[config.mk]
export PLATFORM = sky130hd
export DESIGN_NAME = smm_stream_loader
export DESIGN_NICKNAME = d
export VERILOG_FILES = /design/src/rtl/smm_stream_loader.sv
export SDC_FILE = /design/constraint.sdc
export NUM_CORES = 2
export LEC_CHECK = 0
export BUFFER_PORTS_ARGS = -buffer_cell sky130_fd_sc_hd__buf_2
export CAP_MARGIN = 20
export CORE_MARGIN = 5
export CORE_UTILIZATION = 44
export CTS_CLUSTER_SIZE = 10
export DETAILED_ROUTE_END_ITERATION = 6
export HOLD_SLACK_MARGIN = 0.08
export PLACE_DENSITY_LB_ADDON = 0.1
export RECOVER_POWER = 50
export SKIP_CTS_REPAIR_TIMING = 1
export SYNTH_ARGS = -nofsm -noshare
export SYNTH_HDL_FRONTEND = slang
export SYNTH_SLANG_ARGS = --single-unit
[constraint.sdc]
create_clock -name clk -period 5 [get_ports clk]
set_input_delay 0.5 -clock clk [delete_from_list [all_inputs] [get_ports clk]]
set_output_delay 0.5 -clock clk [all_outputs]
set_load 0.005 [all_outputs]
[src/rtl/smm_stream_loader.sv]
// Stream-to-operand loader for the SMM1 4x4 multiplier: collects a 2*NELEM word frame
// (A then B), pulses load once, and holds the stream off until the multiplier reports done.
module smm_stream_loader #(
  parameter int unsigned DATAWIDTH = 32,
  parameter int unsigned NELEM     = 16,
  parameter int unsigned CNTW      = 8
) (
  input  logic                       clk,
  input  logic                       rst,
  input  logic [DATAWIDTH-1:0]       s_data,
  input  logic                       s_valid,
  input  logic                       s_last,
  output logic                       s_ready,
  input  logic                       mm_done,
  output logic [DATAWIDTH*NELEM-1:0] A_out,
  output logic [DATAWIDTH*NELEM-1:0] B_out,
  output logic                       load,
  output logic                       busy,
  output logic                       frame_err,
  output logic [CNTW-1:0]            frame_cnt
);

  localparam int unsigned IDXW = (NELEM > 1) ? $clog2(NELEM) : 1;
  localparam logic [IDXW-1:0] LAST_IDX = IDXW'(NELEM - 1);

  typedef enum logic [1:0] {
    ST_RX_A,
    ST_RX_B,
    ST_FIRE,
    ST_WAIT
  } state_t;

  state_t              state_q, state_d;
  logic [IDXW-1:0]     idx_q, idx_d;
  logic                load_d;
  logic                frame_err_d;
  logic                wr_a, wr_b;
  logic                accept;
  logic [DATAWIDTH-1:0] a_stage [NELEM];
  logic [DATAWIDTH-1:0] b_stage [NELEM];

  assign s_ready = !rst && ((state_q == ST_RX_A) || (state_q == ST_RX_B));
  assign busy    = (state_q == ST_FIRE) || (state_q == ST_WAIT);
  assign accept  = s_valid && s_ready;

  // Next-state and next-output decode.
  always_comb begin
    state_d     = state_q;
    idx_d       = idx_q;
    load_d      = 1'b0;
    frame_err_d = 1'b0;
    wr_a        = 1'b0;
    wr_b        = 1'b0;
    case (state_q)
      ST_RX_A: begin
        if (accept) begin
          if (s_last) begin
            frame_err_d = 1'b1;
            state_d     = ST_RX_A;
            idx_d       = '0;
          end else begin
            wr_a = 1'b1;
            if (idx_q == LAST_IDX) begin
              state_d = ST_RX_B;
              idx_d   = '0;
            end else begin
              idx_d = idx_q + IDXW'(1);
            end
          end
        end
      end
      ST_RX_B: begin
        if (accept) begin
          if ((idx_q == LAST_IDX) && s_last) begin
            wr_b    = 1'b1;
            state_d = ST_FIRE;
            idx_d   = '0;
          end else if ((idx_q != LAST_IDX) && !s_last) begin
            wr_b  = 1'b1;
            idx_d = idx_q + IDXW'(1);
          end else begin
            frame_err_d = 1'b1;
            state_d     = ST_RX_A;
            idx_d       = '0;
          end
        end
      end
      ST_FIRE: begin
        load_d  = 1'b1;
        state_d = ST_WAIT;
      end
      ST_WAIT: begin
        // load is still high in the first WAIT cycle; a done seen then is stale
        if (!load && mm_done) begin
          state_d = ST_RX_A;
          idx_d   = '0;
        end
      end
      default: begin
        state_d = ST_RX_A;
        idx_d   = '0;
      end
    endcase
  end

  // State, staging and output registers.
  always_ff @(posedge clk) begin
    if (rst) begin
      state_q   <= ST_RX_A;
      idx_q     <= '0;
      load      <= 1'b0;
      frame_err <= 1'b0;
      frame_cnt <= '0;
      A_out     <= '0;
      B_out     <= '0;
      for (int i = 0; i < int'(NELEM); i++) begin
        a_stage[i] <= '0;
        b_stage[i] <= '0;
      end
    end else begin
      state_q   <= state_d;
      idx_q     <= idx_d;
      load      <= load_d;
      frame_err <= frame_err_d;
      if (wr_a) a_stage[idx_q] <= s_data;
      if (wr_b) b_stage[idx_q] <= s_data;
      if (state_q == ST_FIRE) begin
        for (int i = 0; i < int'(NELEM); i++) begin
          A_out[i*DATAWIDTH +: DATAWIDTH] <= a_stage[i];
          B_out[i*DATAWIDTH +: DATAWIDTH] <= b_stage[i];
        end
        frame_cnt <= frame_cnt + CNTW'(1);
      end
    end
  end

endmodule

==> flow_summary_export.csv <==
group,metric,value,unit
detailed_routing,dr.first_iter.drc_count,5919,
sta,fin_crit,4.022,ns
yosys,ys_async_sr_fraction,0,%
global_routing,grt_first_pass_wirelength,369300,um
critical_path,worst_path_most_repeated_cell,"buf_4",
yosys,synth.ff_latch_count,2064,
critical_path,timing.critical_path.arrival,4.60,ns
sta,rsz0062_at_grt,"false",
worst_hold_path,worst_hold_path.num_cells,2,
floorplan,core_region_area,164800,um^2
floorplan,dieWidth,416.8,um
critical_path,worst_path_largest_cell_delay,1.84,ns
detailed_routing,antenna_left,0,
global_routing,groute.layer.met1.usage,36.71,%
layout,layout-drive-gt1-share,9.206,%
critical_path,cp_max_fo,56,
critical_path,setup.worst_path.start_class,"register",
power_and_ir_drop,max-vdd-ir-drop,0.3647,mV
critical_path,critPathSlowestCell,"nand2_1",
critical_path,reg2reg_from,"idx_q[1]",
clock_tree,htree_num_levels,4,
placement,io_buffers,1072,
yosys,yosysUniqueCellTypes,45,
clock_tree,cts_tree,"done",
yosys,netlist_area,72800,um^2
detailed_routing,wl_per_cell,25.40,um
layout,nets_final,8011,
clock_tree,insertion_delay,0.87,ns
run_status,failed_checks,"capacitance limit, slew limit",
global_routing,grt_max_degree,156,
critical_path,criticalPathCategory,"reg -> reg",
critical_path,end_kind,"register",
job,maxCapViolCount,9,
global_routing,grt.total_usage,29.11,%
layout,areaGrowthSynthToFinish,17.64,%
floorplan,ioPinCount,1073,
sta,final-hold-violation-count,0,
yosys,synth_nets,7135,
critical_path,path_delay_family,"simple AND/OR/NAND/NOR gates",
critical_path,cp_num_cells,7,
critical_path,timing.critical_path.required,5.57,ns
detailed_routing,viasPerCell,5.344,
global_routing,grt_antenna_before_repair,25,
sta,max_clock_freq,0.2486,GHz
floorplan,rows,149,
worst_hold_path,min-delay-start,"rst",
detailed_routing,finalWirelength,263600,um
yosys,yosysSeqAreaShare,70.84,%
global_routing,overflow,0,
power_and_ir_drop,netSwitchingPower,7.508,mW
detailed_routing,route.vias.total,55450,
sta,holdWs,0.1602,ns
floorplan,start_util,44.17,%
worst_hold_path,worst_hold_path_type,"in -> reg",
placement,place_congestion,0.8576,
yosys,most_frequently_used_flop_master_after_synthesis,"dfxtp_1",
sta,fin_skew,0.04257,ns
yosys,yosys_warnings,0,
power_and_ir_drop,seq_power_share,52.6,%
global_routing,first_global_vias,51880,
clock_tree,cts.sinks,2064,
sta,report.final.setup_viol,0,
power_and_ir_drop,power.combinational.fraction,2.2,%
clock_tree,tritoncts.num_buffers,227,
sta,slew-limit-headroom,-66.97,%
sta,final-max-slew-violation-count,405,
floorplan,floorplan.die_area,173700,um^2
yosys,synth-edff-count,1024,
sta,timing.final.crit_share,80.45,%
global_routing,gr-max-usage-layer,"met2",
layout,final.fill_count,15600,
sta,max_slew.worst_pin.slew,2.498,ns
placement,dpl.hpwl,172800,um
clock_tree,cts.reportedPaths.clkPinSlew,0.06,ns
power_and_ir_drop,powerDensity,402.0,nW/um^2
global_routing,met2_usage,47.36,%
power_and_ir_drop,intPower,26.92,mW
critical_path,ff2ff_path_depth,7,
power_and_ir_drop,power.share.switching,21.81,%
clock_tree,clock-root-buffer,"clkbuf_16",
global_routing,global_route.usage.met3,5.423,%
run_status,run_status,"finished, violations left",
detailed_routing,detail_route.first_pass.iterations,5,
critical_path,timing.critical_path.from,"idx_q[1]",
clock_tree,cts.path.max_buffers,3,
floorplan,die_h,416.8,um
power_and_ir_drop,clockPowerShare,45.2,%
critical_path,critical_path_buf_inv_count,3,
yosys,postSynthCellCount,7093,
detailed_routing,drc,0,
sta,fin_tns_setup,0,ns
yosys,avgSynthCellArea,10.26,um^2
power_and_ir_drop,leakage_power_summed_over_all_cells,29.17,nW
critical_path,cp_cell_sequence,"inv_1 > ha_1 > nor2b_4 > buf_4 > nand2_1 > buf_4 > nor2_1",
## flip-flops by register name (all words and copies together) (netlist names), named ones only
| register | flops |
|---|---|
| frame_err | 1 |
| A_out | 512 |
| B_out | 512 |
| load | 1 |
| b_stage | 512 |
| frame_cnt | 8 |
| a_stage | 512 |
| idx_q | 4 |
| state_q | 1 |
## cells in the mapped netlist (3+ instances only)
library cell / number / area share (%)
buf_1: 8 / 0.041
ha_1: 5 / 0.086
dfxtp_1: 1040 / 29
or3_1: 5 / 0.043
nor2b_1: 11 / 0.095
nor4b_4: 4 / 0.13
clkbuf_1: 261 / 1.3
o21ai_0: 5 / 0.034
buf_2: 250 / 1.7
nor2_1: 935 / 4.8
nand3_1: 11 / 0.076
nand4_1: 5 / 0.043
edfxtp_1: 1024 / 42
a21oi_1: 1032 / 7.1
and3_1: 4 / 0.034
nand2b_1: 4 / 0.034
clkbuf_2: 9 / 0.062
and2_1: 101 / 0.87
or2_2: 3 / 0.026
inv_1: 5 / 0.026
a21o_1: 28 / 0.29
nand2_1: 2313 / 12
## cell type report
type / count / area, um^2 / share of cell area (%)
sequential: 2064 / 51570 / 60.22
multi-input combinational: 4494 / 18920 / 22.09
clock buffer: 414 / 6509 / 7.600
timing repair buffer: 1177 / 5557 / 6.488
tap: 2189 / 2739 / 3.198
clock inverter: 15 / 281.5 / 0.3287
antenna: 18 / 45.04 / 0.05260
inverter: 5 / 18.77 / 0.02192
## layer usage
metal  vias to the layer above  routed length (um)
li1                      25110                   -
met1                     27270              101000
met2                      2526              125100
met3                       548               20600
met4                         0               16840
met5                         -                   0
## through the flow
step / area (um^2) / setup slack, ns / utilization (%) / std cells / power, mW
6_report: 85640 / 0.9777 / 51.96 / 10380 / 34.42
5_1_grt: 85600 / 0.7483 / 51.94 / 10360 / 35.38
2_1_floorplan: 72800 / 1.737 / - / 7093 / 18.79
3_3_place_gp: 79730 / 1.704 / 48.38 / 9924 / 19.23
3_5_place_dp: 79730 / 1.564 / 48.38 / 9924 / 19.23
4_1_cts: 86520 / 1.551 / 52.50 / 10350 / 34.61
## cells in the final DEF, fill, tap and decap left out, types with 61 or more instances in the layout
cell type     n
nand2_1    2312
clkbuf_1    862
edfxtp_1   1024
a21oi_1    1032
buf_4        69
dfxtp_1    1040
buf_2       390
and2_1       61
clkbuf_16   232
nor2_1      934
## cells by family (layout without fill, tap and decap cells)
| kind of cell | count (synthesis) | in the layout | share of synthesized area [%] |
|---|---|---|---|
| mux | 2 | 2 | 0.02922 |
| fa+ha+maj | 5 | 5 | 0.08593 |
| compound gates | 1075 | 1075 | 7.524 |
| xor+xnor | 3 | 3 | 0.03610 |
| simple gates | 3409 | 3409 | 18.27 |
| buf+inv | 535 | 1611 | 3.219 |
| flops | 2064 | 2064 | 70.84 |
| other cells | 0 | 18 | 0 |
## path summary, 6_finish.rpt
kind | slack, ns | end
worst max-delay path | 0.98 | a_stage[13][26]
worst max register to register | 0.98 | a_stage[13][26]
worst min register to register | 0.45 | B_out[338]
worst min-delay path | 0.16 | B_out[499]
## power groups by stage
| stage | Clock, mW | Sequential, mW | Combinational, mW |
|---|---|---|---|
| 4_1_cts | 15.7 | 18.1 | 0.771 |
| 5_1_grt | 16.5 | 18.1 | 0.797 |
| 6_report | 15.5 | 18.1 | 0.771 |
| 3_5_place_dp | 0 | 18.5 | 0.770 |
| 2_1_floorplan | 0 | 18.4 | 0.366 |
| 3_3_place_gp | 0 | 18.5 | 0.769 |
Power figures use the tool's default switching activity.
